===== config.mk =====
export PLATFORM = sky130hd
export DESIGN_NAME = rcb_spi_regfile
export DESIGN_NICKNAME = d
export VERILOG_FILES = /design/src/rtl/rcb_spi_regfile_pkg.sv /design/src/rtl/rcb_spi_regfile_edge_sync.sv /design/src/rtl/rcb_spi_regfile.sv
export SDC_FILE = /design/constraint.sdc
export NUM_CORES = 1
export LEC_CHECK = 0
export ABC_AREA = 1
export CORE_MARGIN = 5
export CORE_UTILIZATION = 32
export DETAILED_ROUTE_END_ITERATION = 8
export SYNTH_ARGS = -nofsm -noshare
export SYNTH_HDL_FRONTEND = slang
export SYNTH_SLANG_ARGS = --single-unit

===== constraint.sdc =====
create_clock -name clk_100m -period 36.8 [get_ports clk_100m]
set_clock_uncertainty 0.05 [all_clocks]
set_input_delay 3.68 -clock clk_100m [delete_from_list [all_inputs] [get_ports clk_100m]]
set_output_delay 3.68 -clock clk_100m [all_outputs]
set_load 0.005 [all_outputs]

===== src/rtl/rcb_spi_regfile_pkg.sv =====
// Shared register map and helpers for the SPI-facing control/status register bank.
package rcb_spi_regfile_pkg;

  localparam logic [15:0] ADDR_VERSION    = 16'h0000;
  localparam logic [15:0] ADDR_SCRATCH    = 16'h0001;
  localparam logic [15:0] ADDR_STATUS     = 16'h0002;
  localparam logic [15:0] ADDR_EVENT      = 16'h0003;
  localparam logic [15:0] ADDR_EVENT_MASK = 16'h0004;
  localparam logic [15:0] ADDR_ERR_CNT    = 16'h0005;
  localparam logic [15:0] ADDR_TRANS_CNT  = 16'h0006;
  localparam logic [15:0] ADDR_CTRL       = 16'h0010;

  localparam logic [31:0] UNMAPPED_DEF = 32'hDEAD_BEEF;
  localparam int          EVT_W        = 8;

  // Fixed registers occupy 0..6; control words follow at ADDR_CTRL.
  function automatic logic is_mapped(input logic [15:0] a, input int nctrl);
    return (a <= ADDR_TRANS_CNT) || (a >= ADDR_CTRL && a < ADDR_CTRL + 16'(nctrl));
  endfunction

  function automatic logic [15:0] sat_inc(input logic [15:0] v, input logic [1:0] n);
    logic [16:0] s;
    s = {1'b0, v} + {15'd0, n};
    return s[16] ? 16'hFFFF : s[15:0];
  endfunction

endpackage


===== src/rtl/rcb_spi_regfile_edge_sync.sv =====
// Two-flop synchronizer with a one-clock pulse on the synchronized rising edge.
module rcb_edge_sync (
  input  logic clk,
  input  logic rst,
  input  logic din,
  output logic rise
);

  logic [2:0] sh;

  always_ff @(posedge clk or posedge rst) begin
    if (rst) sh <= '0;
    else     sh <= {sh[1:0], din};
  end

  assign rise = sh[1] & ~sh[2];

endmodule


===== src/rtl/rcb_spi_regfile.sv =====
// Register bank behind the SPI slave: read snapshot pipeline, write decode,
// W1C event latch with mask/irq, error and transaction counters, control words.
module rcb_spi_regfile
  import rcb_spi_regfile_pkg::*;
#(
  parameter int          NUM_CTRL     = 8,
  parameter logic [31:0] VERSION      = 32'h0001_0000,
  parameter logic [31:0] UNMAPPED_VAL = UNMAPPED_DEF
) (
  input  logic                    clk_100m,
  input  logic                    rst_syn,
  input  logic [15:0]             addr,
  input  logic                    addr_rdy,
  input  logic [31:0]             data_mosi,
  input  logic                    data_mosi_rdy,
  input  logic                    data_miso_rdy,
  output logic [31:0]             data_miso,
  input  logic [31:0]             status_in,
  input  logic [EVT_W-1:0]        event_in,
  output logic [32*NUM_CTRL-1:0]  ctrl_out,
  output logic                    irq
);

  localparam int STAGES = 2;

  logic [STAGES:0]             vld_pipe;
  logic [STAGES:1]             vld_q;
  logic                        addr_rdy_d;
  logic [31:0]                 rd_word, rd_snap;
  logic [31:0]                 scratch, status_s1, status_s2;
  logic [EVT_W-1:0]            event_lat, event_mask, event_rise;
  logic [15:0]                 err_cnt, wr_cnt, rd_cnt;
  logic [NUM_CTRL-1:0][31:0]   ctrl_q;
  logic [NUM_CTRL-1:0]         wr_ctrl;
  logic                        wr_scratch, wr_event, wr_mask, wr_err, wr_unmapped, rd_unmapped;

  // Stage 0 is the addr_rdy edge; stage 1 muxes on the settled address; stage 2 drives MISO.
  assign vld_pipe = {vld_q, addr_rdy & ~addr_rdy_d};

  for (genvar i = 0; i < EVT_W; i++) begin : g_evt
    rcb_edge_sync u_sync (
      .clk  (clk_100m),
      .rst  (rst_syn),
      .din  (event_in[i]),
      .rise (event_rise[i])
    );
  end

  always_comb begin
    wr_scratch  = data_mosi_rdy && addr == ADDR_SCRATCH;
    wr_event    = data_mosi_rdy && addr == ADDR_EVENT;
    wr_mask     = data_mosi_rdy && addr == ADDR_EVENT_MASK;
    wr_err      = data_mosi_rdy && addr == ADDR_ERR_CNT;
    wr_unmapped = data_mosi_rdy && !is_mapped(addr, NUM_CTRL);
    for (int k = 0; k < NUM_CTRL; k++)
      wr_ctrl[k] = data_mosi_rdy && addr == ADDR_CTRL + 16'(k);
  end

  assign rd_unmapped = vld_pipe[1] && !is_mapped(addr, NUM_CTRL);

  always_comb begin
    rd_word = UNMAPPED_VAL;
    case (addr)
      ADDR_VERSION:    rd_word = VERSION;
      ADDR_SCRATCH:    rd_word = scratch;
      ADDR_STATUS:     rd_word = status_s2;
      ADDR_EVENT:      rd_word = {{(32-EVT_W){1'b0}}, event_lat};
      ADDR_EVENT_MASK: rd_word = {{(32-EVT_W){1'b0}}, event_mask};
      ADDR_ERR_CNT:    rd_word = {16'd0, err_cnt};
      ADDR_TRANS_CNT:  rd_word = {wr_cnt, rd_cnt};
      default:
        for (int k = 0; k < NUM_CTRL; k++)
          if (addr == ADDR_CTRL + 16'(k)) rd_word = ctrl_q[k];
    endcase
  end

  always_ff @(posedge clk_100m or posedge rst_syn) begin
    if (rst_syn) begin
      addr_rdy_d <= 1'b0;
      vld_q      <= '0;
      rd_snap    <= '0;
      data_miso  <= '0;
    end else begin
      addr_rdy_d <= addr_rdy;
      vld_q      <= vld_pipe[STAGES-1:0];
      if (vld_pipe[1]) rd_snap   <= rd_word;
      if (vld_pipe[2]) data_miso <= rd_snap;
    end
  end

  always_ff @(posedge clk_100m or posedge rst_syn) begin
    if (rst_syn) begin
      scratch    <= '0;
      status_s1  <= '0;
      status_s2  <= '0;
      event_lat  <= '0;
      event_mask <= '0;
      irq        <= 1'b0;
      ctrl_q     <= '0;
    end else begin
      status_s1 <= status_in;
      status_s2 <= status_s1;
      if (wr_scratch) scratch    <= data_mosi;
      if (wr_mask)    event_mask <= data_mosi[EVT_W-1:0];
      // OR-ing the new edges in last makes a coincident set beat the clear.
      event_lat <= (event_lat & ~(wr_event ? data_mosi[EVT_W-1:0] : '0)) | event_rise;
      irq       <= |(event_lat & event_mask);
      for (int k = 0; k < NUM_CTRL; k++)
        if (wr_ctrl[k]) ctrl_q[k] <= data_mosi;
    end
  end

  always_ff @(posedge clk_100m or posedge rst_syn) begin
    if (rst_syn) begin
      err_cnt <= '0;
      wr_cnt  <= '0;
      rd_cnt  <= '0;
    end else begin
      if (wr_err) err_cnt <= '0;
      else        err_cnt <= sat_inc(err_cnt, {1'b0, rd_unmapped} + {1'b0, wr_unmapped});
      if (data_mosi_rdy) wr_cnt <= wr_cnt + 16'd1;
      if (data_miso_rdy) rd_cnt <= rd_cnt + 16'd1;
    end
  end

  assign ctrl_out = ctrl_q;

endmodule


==> impl_metrics.toml, run 1 <==
[outcome]
status = "finished clean"

[critical_path]
cp_slowest_cell = "clkdlybuf4s50_1"
path_class = "input pin to flip-flop"
crit_chain = "clkdlybuf4s50_1 -> nor2_1 -> nand2_1 -> inv_2 -> nand2_4 -> inv_2 -> o21ai_2 -> buf_4 -> inv_1 -> a31oi_1 -> nand2_1 -> fa_1 -> inv_1 -> ha_1 -> nand3_1 -> nor3b_2 -> nand3_1 -> nor2_1 -> nand3_1 -> o21ai_0 -> o21ai_0 -> inv_1"
cp-start-kind = "input pin"
worstSetupStartpoint = "addr[4]"
cp.required_ns = 37.32
crit_arrival_ns = 7.95
rr_endpoint = "err_cnt[11]$_DFF_PP0_"
r2r_slack_ns = 33.51
max_stage_delay_ns = 0.61
rr_startpoint = "vld_q[1]$_DFF_PP0_"
r2r_cells = 13
cp_max_fo = 25
cp-end-kind = "flip-flop"
cp-endpoint = "err_cnt[11]$_DFF_PP0_"

[power]
leakage_nw = 12.6
total_power_w = 0.00130
ir_drop_uv = 34.9
power.density_mw_per_mm2 = 45.6

[placement]
place_area_mm2 = 0.0265
post-place-ws_ns = 28.80
portBuffers = 381
dp_hpwl_um = 61200
place.gp.congestion = 0.908

[global_routing]
grt_pass1_vias = 18600
antenna_found_initial = 3
grt_usage = 0.225
grt_pass1_wl_um = 126000
grt-ovfl-total = 0
grt_max_degree = 109

[die]
std_cell_rows = 95
die-area_mm2 = 0.0735
fp.dieW_um = 271
start_util = 0.324
ioPinCount = 382
die_h_um = 271
coreArea_mm2 = 0.0674

[synth]
synth_ff_type = "dfrtp_1"
syn_avg_cell_area_um2 = 9.04
synthesis.area_mm2 = 0.0218
synth_top_area_frac = 0.583
synth_edf_count = 0
synth-seq-area-share = 0.583
ys_warn_count = 0
syn_inst = 2413
yosys-top-cells-count = "nand2_1, dfrtp_1, o21ai_0"
async_flop_share = 1.00
yosysMostFrequentCell = "nand2_1"
synth-seq-cells = 508
syn_nets = 2510
yosys.area.top_type = "dfrtp_1"
synthTopCellsByArea = "dfrtp_1, nand2_1, o21ai_0"
ys_types = 47

[layout]
syn_to_final_growth_pct = 31.1
fill_cells = 6518
drive_above_1_share = 0.0787
nets = 2859
final_area_mm2 = 0.0286

[sta]
slew_viol_final = 0
worst_slack_ns = 29.37
slew_headroom = 0.134
finalSetupViolations = 0
post-route-min-period_ns = 7.43
hold_viol = 0
rsz0062_at_grt = "no"
max_slew.worst_pin.slew_ns = 1.29
fin_tns_setup_ns = 0
finalHoldWorstSlack_ns = 0.296
period_share = 0.202
fmax_mhz = 135

[clock_tree]
insertion_delay_ns = 0.63
cts_tree = "built"
cts_sinks = 508
cts_buffer_depth = 3
cts_buffers = 57
clk_pin_slew_ns = 0.06
cts-resized-gates = 0
postCtsSetupBuffers = 0
htreeDepth = 2
postCtsHoldBufs = 0
root_buffer = "clkbuf_16"

[detailed_routing]
drc = 0
vias = 18800
viasPerCell = 5.09
post_drt_wl_per_cell_um = 23.0
drt_first_pass_iters = 6
postRouteAntennaNets = 0
initialDrtViolationCount = 1875
drt_wl_total_um = 84700

[flow_run]
drv_cap = 0

[min_path]
hold_class = "flip-flop to flip-flop"
power by group:
| part | leakage [nW] | internal [W] | total (W) | switching [W] |
|---|---|---|---|---|
| Sequential | 6.53 | 0.000577 | 0.000596 | 0.0000188 |
| Clock | 1.04 | 0.000393 | 0.000638 | 0.000245 |
| Combinational | 5.05 | 0.0000265 | 0.0000702 | 0.0000436 |
metrics by stage:
stage,util,cells
global route,0.424,3681
finish,0.424,3683
detailed placement,0.393,3575
floorplan,-,2413
global placement,0.393,3575
CTS,0.424,3680
routing by layer:
metal | wire length [um] | vias to the layer above | global-route usage
li1 | - | 8587 | -
met1 | 35600 | 9219 | 0.299
met2 | 40100 | 820 | 0.371
met3 | 6460 | 126 | 0.0498
met4 | 2460 | 4 | 0.0658
met5 | 32 | - | 0
state kept, by name (all words and copies together), names as in the netlist:
| name | flops |
|---|---|
| ctrl_out | 256 |
| data_miso | 32 |
| rd_snap | 32 |
| scratch | 32 |
| status_s1 | 32 |
| status_s2 | 32 |
| g_evt.u_sync.sh | 24 |
| err_cnt | 16 |
| rd_cnt | 16 |
| wr_cnt | 16 |
| event_lat | 8 |
| event_mask | 8 |
| vld_q | 2 |
| addr_rdy_d | 1 |
| irq | 1 |
how the worst min path moves through the flow:
stage / startpoint / endpoint / slack [ns] / cells past startpoint
5_1_grt: status_s1[12]$_DFF_PP0_ / status_s2[12]$_DFF_PP0_ / 0.30 / 0
3_3_place_gp: g_evt[7].u_sync.sh[0]$_DFF_PP0_ / g_evt[7].u_sync.sh[1]$_DFF_PP0_ / 0.28 / 0
2_1_floorplan: g_evt[0].u_sync.sh[0]$_DFF_PP0_ / g_evt[0].u_sync.sh[1]$_DFF_PP0_ / 0.28 / 0
3_5_place_dp: g_evt[1].u_sync.sh[0]$_DFF_PP0_ / g_evt[1].u_sync.sh[1]$_DFF_PP0_ / 0.28 / 0
6_report: g_evt[1].u_sync.sh[0]$_DFF_PP0_ / g_evt[1].u_sync.sh[1]$_DFF_PP0_ / 0.30 / 0
4_1_cts: g_evt[1].u_sync.sh[0]$_DFF_PP0_ / g_evt[1].u_sync.sh[1]$_DFF_PP0_ / 0.30 / 0
critical path: cells and delay by family:
kind                     cells  cell delay, ns
AO/OA/AOI/OAI                4            0.57
adder cells (fa/ha/maj)      2            0.62
AND/OR/NAND/NOR              9            1.68
buffers and inverters        7            1.40
area by class of cell:
cell class / count / area [um2] / area share
Clock inverter: 26 / 450 / 0.0157
Antenna cell: 2 / 5.00 / 0.000175
Inverter: 212 / 803 / 0.0281
Multi-Input combinational cell: 1573 / 7830 / 0.274
Tap cell: 873 / 1090 / 0.0382
Sequential cell: 508 / 12700 / 0.445
Timing Repair Buffer: 410 / 4050 / 0.142
Clock buffer: 79 / 1660 / 0.0581
cells in the final DEF, fill, tap and decap left out, drive strengths merged, types with 11 or more instances in the layout:
cell type      count
a211oi            12
a21oi             35
buf               29
bufinv            11
clkbuf            79
clkdlybuf4s50    381
dfrtp            508
inv              215
mux2              33
nand2            583
nand3            159
nand3b            62
nand4             37
nor2             164
nor3              13
o21ai            365
or2               44
xor2              25
logic make-up (layout without fill, tap and decap cells):
logic type | after synthesis | in the layout | share of synthesized area
flip-flops | 508 | 508 | 0.583
other | 0 | 2 | 0
buffers and inverters | 332 | 727 | 0.0593
AND/OR/NAND/NOR | 1067 | 1067 | 0.221
AO/OA/AOI/OAI | 436 | 436 | 0.104
XOR/XNOR | 33 | 33 | 0.0132
multiplexers | 33 | 33 | 0.0170
adder cells (fa/ha/maj) | 4 | 4 | 0.00264
(Power assumes the default switching activity.)
==> run 2: changes to the inputs <==
==> constraint.sdc (replaced) <==
create_clock -name clk_100m -period 7.51 [get_ports clk_100m]
set_clock_uncertainty 0.05 [all_clocks]
set_input_delay 0.751 -clock clk_100m [delete_from_list [all_inputs] [get_ports clk_100m]]
set_output_delay 0.751 -clock clk_100m [all_outputs]
set_load 0.005 [all_outputs]
==> impl_metrics.toml, run 2 (synthesis gave the netlist of run 1 again) <==
[layout]
final_area_mm2 = 0.0284
fin_cells = 3676
final_common_cell = "nand2_1"
antennaDiodeCount = 0
utilization = 0.422
drive_above_1_share = 0.0781
multiInputGateArea_mm2 = 0.00782
syn_to_final_growth_pct = 30.3
largest_reg_flops = 256
seq_area_mm2 = 0.0127
fill_cells = 6543
nets = 2857
layout_common_cells = "nand2_1, dfrtp_1, clkdlybuf4s50_1, o21ai_0, inv_1"

[power]
ir_drop_uv = 171
swShare = 0.237
leakage_nw = 12.5
power.share.sequential = 0.474
clockPowerShare = 0.470
power_frac_comb = 0.056
internal_power_w = 0.00470
power.density_mw_per_mm2 = 217
switching_power_w = 0.00146

[clock_tree]
cts_buffers = 55
cts_sinks = 508
postCtsSetupBuffers = 0
clk_pin_slew_ns = 0.06
htreeDepth = 2
cts_buffer_depth = 3
cts_tree = "built"
insertion_delay_ns = 0.61
postCtsHoldBufs = 0
root_buffer = "clkbuf_16"
cts-resized-gates = 0

[critical_path]
path_class = "input pin to flip-flop"
cp-start-kind = "input pin"
cp_max_fo = 25
cp-end-kind = "flip-flop"
crit_arrival_ns = 5.03
cp.required_ns = 8.01

[die]
start_util = 0.324
coreArea_mm2 = 0.0674
fp.dieW_um = 271
die_h_um = 271
ioPinCount = 382
std_cell_rows = 95
die-area_mm2 = 0.0735

[detailed_routing]
postRouteAntennaNets = 0
initialDrtViolationCount = 2027
post_drt_wl_per_cell_um = 22.7
drt_wl_total_um = 83300
viasPerCell = 5.11
vias = 18800
drc = 0
drt_first_pass_iters = 8

[global_routing]
grt_usage = 0.221
grt-ovfl-total = 0
grt_max_degree = 151
antenna_found_initial = 3
grt_pass1_wl_um = 124000
grt_pass1_vias = 18400

[flow_run]
drv_cap = 0

[sta]
max_slew.worst_pin.slew_ns = 1.29
slew_viol_final = 0
fmax_mhz = 221
hold_viol = 0
slew_headroom = 0.140
finalSetupViolations = 0
period_share = 0.604
rsz0062_at_grt = "no"
post-route-min-period_ns = 4.54

[placement]
dpl.cell_count = 3576
place.gp.congestion = 0.894
place_area_mm2 = 0.0265
portBuffers = 381
dp_hpwl_um = 60000

[min_path]
hold_class = "flip-flop to flip-flop"

[outcome]
status = "finished clean"
==> run 2: cell count changes in the layout (fill, tap and decap cells not counted), sizes merged <==
| cell | before | now |
|---|---|---|
| diode | 2 | 0 |
| inv | 215 | 212 |
| clkinv | 10 | 16 |
| clkinvlp | 2 | 4 |
| clkbuf | 79 | 72 |
| bufinv | 11 | 8 |
==> run 2: layout make-up <==
| cell class | count | share of cell area |
|---|---|---|
| clock buffer | 72 | 0.0549 |
| clock inverter | 28 | 0.0136 |
| inverter | 212 | 0.0281 |
| multi-input combinational | 1573 | 0.275 |
| sequential | 508 | 0.447 |
| tap | 873 | 0.0384 |
| timing repair buffer | 410 | 0.143 |
==> run 2: power by group through the flow <==
stage	logic, W	registers, W	clock network, W
after global routing	0.000393	0.00293	0.00307
after global placement	0.000342	0.00297	0
after detailed placement	0.000353	0.00297	0
final	0.000345	0.00292	0.00290
after floorplan	0.000203	0.00294	0
after CTS	0.000355	0.00292	0.00296
==> run 2: final timing paths <==
path | startpoint | endpoint | slack (ns) | cells past startpoint
max | addr[4] | err_cnt[11]$_DFF_PP0_ | 2.98 | 22
min | g_evt[5].u_sync.sh[0]$_DFF_PP0_ | g_evt[5].u_sync.sh[1]$_DFF_PP0_ | 0.30 | 0
max reg2reg | vld_q[1]$_DFF_PP0_ | err_cnt[11]$_DFF_PP0_ | 4.25 | 13
min reg2reg | g_evt[5].u_sync.sh[0]$_DFF_PP0_ | g_evt[5].u_sync.sh[1]$_DFF_PP0_ | 0.30 | 0
max in group asynchronous | rst_syn | status_s2[26]$_DFF_PP0_ | 5.11 | 4
min in group asynchronous | rst_syn | ctrl_out[73]$_DFFE_PP0P_ | 0.65 | 2
==> run 2: critical path: stages <==
cell and delay, ns:
clkdlybuf4s50_1 0.59, nor2_1 0.08, nand2_1 0.13, inv_2 0.10
nand2_4 0.16, inv_2 0.05, o21ai_2 0.05, buf_4 0.36
inv_1 0.17, a31oi_1 0.27, nand2_1 0.12, fa_1 0.45
inv_1 0.07, ha_1 0.17, nand3_1 0.13, nor3b_2 0.23
nand3_1 0.21, nor2_1 0.21, nand3_1 0.38, o21ai_0 0.18
o21ai_0 0.09, inv_1 0.06
==> run 2: routing by layer <==
metal  track usage  share of wire  vias up
met5             0        0.00048        -
met4        0.0767          0.037        6
met3        0.0455          0.079      156
met2         0.361           0.47      828
met1         0.294           0.41     9252
li1              -              -     8548
==> run 2: through the flow <==
step / setup WS [ns] / TNS, ns / hold slack, ns / total power (W)
finish: 2.98 / 0 / 0.295 / 0.00616
global route: 2.53 / 0 / 0.304 / 0.00640
CTS: 3.03 / 0 / 0.298 / 0.00624
detailed placement: 2.40 / 0 / 0.285 / 0.00332
global placement: 2.51 / 0 / 0.284 / 0.00331
floorplan: -0.187 / -95.19 / 0.281 / 0.00314
==> run 3: changes to the inputs <==
==> constraint.sdc (replaced) <==
create_clock -name clk_100m -period 4.63 [get_ports clk_100m]
set_clock_uncertainty 0.05 [all_clocks]
set_input_delay 0.463 -clock clk_100m [delete_from_list [all_inputs] [get_ports clk_100m]]
set_output_delay 0.463 -clock clk_100m [all_outputs]
set_load 0.005 [all_outputs]
==> impl_metrics.toml, run 3 (synthesis gave the netlist of run 1 again) <==
[outcome]
status = "finished clean"

[clock_tree]
cts_buffers = 56
cts_sinks = 508
root_buffer = "clkbuf_16"
cts-resized-gates = 0
postCtsSetupBuffers = 0
clk_pin_slew_ns = 0.07
htreeDepth = 2
postCtsHoldBufs = 0
cts_buffer_depth = 3
insertion_delay_ns = 0.61
cts_tree = "built"

[sta]
period_share = 0.811
rsz0062_at_grt = "no"
worst_slack_ns = 0.877
hold_viol = 0
max_slew.worst_pin.slew_ns = 1.03
slew_viol_final = 0
fmax_mhz = 266
slew_headroom = 0.308
post-route-min-period_ns = 3.75
finalHoldWorstSlack_ns = 0.232
finalSetupViolations = 0

[critical_path]
cp-start-kind = "input pin"
path_class = "input pin to flip-flop"
cp_max_fo = 12
cp.required_ns = 5.14
crit_chain = "clkdlybuf4s50_1 -> nor2_1 -> nand2_1 -> inv_2 -> nand2_4 -> inv_2 -> o21ai_2 -> inv_1 -> a31oi_1 -> nand2_1 -> fa_1 -> inv_1 -> ha_1 -> nand3_1 -> nor3b_2 -> nand3_1 -> nor2_1 -> nand3_1 -> o21ai_0 -> o21ai_0 -> inv_1"
cp_num_buf_inv = 6
cp-end-kind = "flip-flop"
cp_slowest_cell = "clkdlybuf4s50_1"
crit_arrival_ns = 4.26
max_stage_delay_ns = 0.60
cp_top_family = "simple AND/OR/NAND/NOR gates"

[global_routing]
grt_pass1_vias = 18800
grt_pass1_wl_um = 125000
antenna_found_initial = 0
grt_max_degree = 141
grt_usage = 0.223
grt-ovfl-total = 0

[placement]
dp_hpwl_um = 61500
portBuffers = 381
post-place-ws_ns = 0.281
place.gp.congestion = 0.916

[layout]
layout_common_cells = "nand2_1, dfrtp_1, clkdlybuf4s50_1, o21ai_0, inv_1"
nets = 2872
multiInputGateArea_mm2 = 0.00782
drive_above_1_share = 0.0812
seq_area_mm2 = 0.0127
utilization = 0.422
fill_cells = 6491
syn_to_final_growth_pct = 30.4
largest_reg_flops = 256
final_common_cell = "nand2_1"
antennaDiodeCount = 0

[detailed_routing]
initialDrtViolationCount = 1582
postRouteAntennaNets = 0
drt_wl_total_um = 84100
drc = 0
viasPerCell = 5.08
drt_first_pass_iters = 5
post_drt_wl_per_cell_um = 22.8
vias = 18800

[die]
fp.dieW_um = 271
std_cell_rows = 95
start_util = 0.324
die_h_um = 271
ioPinCount = 382
coreArea_mm2 = 0.0674
die-area_mm2 = 0.0735

[flow_run]
drv_cap = 0

[power]
power.share.sequential = 0.488
clockPowerShare = 0.454
swShare = 0.245
leakage_nw = 12.5
internal_power_w = 0.00734
power.density_mw_per_mm2 = 342
power_frac_comb = 0.058
switching_power_w = 0.00238
ir_drop_uv = 301
total_power_w = 0.00971

[min_path]
hold_class = "input pin to asynchronous set/reset pin"
==> run 3: changes by cell type in the layout (fill, tap and decap cells not counted) <==
cell,previous run,this run
buf_4,26,37
clkbuf_16,55,57
clkbuf_1,5,12
clkinv_4,3,2
clkinv_2,11,14
clkinv_8,2,0
clkbuf_8,12,10
buf_12,3,6
inv_6,1,3
bufinv_16,8,2
==> run 3: path summary, 6_finish.rpt <==
path / start / endpoint / slack, ns / cells past startpoint
setup / recovery: addr[4] / err_cnt[13]$_DFF_PP0_ / 0.88 / 21
hold / removal: rst_syn / ctrl_out[5]$_DFFE_PP0P_ / 0.23 / 2
setup reg to reg: vld_q[1]$_DFF_PP0_ / err_cnt[13]$_DFF_PP0_ / 1.83 / 12
hold reg to reg: status_s1[13]$_DFF_PP0_ / status_s2[13]$_DFF_PP0_ / 0.29 / 0
max in group asynchronous: rst_syn / status_s1[7]$_DFF_PP0_ / 3.14 / 3
min in group clk_100m: status_in[17] / status_s1[17]$_DFF_PP0_ / 0.24 / 1
==> run 3: cell type report <==
| cell class | count | share of cell area |
|---|---|---|
| sequential | 508 | 0.447 |
| tap | 873 | 0.0384 |
| multi-input combinational | 1573 | 0.275 |
| inverter | 212 | 0.0281 |
| clock inverter | 24 | 0.00691 |
| clock buffer | 79 | 0.0566 |
| timing repair buffer | 424 | 0.148 |
==> run 3: per-layer routing <==
layer,share of wire,global-route usage,vias up,wire [um]
met1,0.42,0.294,9249,35000
met2,0.48,0.373,776,40100
met4,0.030,0.0658,0,2490
met5,0,0,-,0
li1,-,-,8605,-
met3,0.077,0.0483,134,6460
==> run 3: power groups by stage <==
stage	sequential, W	clock, W	combinational (W)
after floorplan	0.00477	0	0.000329
after global placement	0.00481	0	0.000561
after detailed placement	0.00481	0	0.000570
after CTS	0.00474	0.00449	0.000575
after global routing	0.00475	0.00469	0.000636
final	0.00474	0.00442	0.000562
==> run 3: metrics by stage <==
stage / setup TNS, ns / area (um2) / std cells
global placement: 0 / 26600 / 3590
floorplan: -1411.92 / 21800 / 2413
CTS: 0 / 28400 / 3693
detailed placement: 0 / 26600 / 3590
finish: 0 / 28400 / 3693
global route: 0 / 28400 / 3693
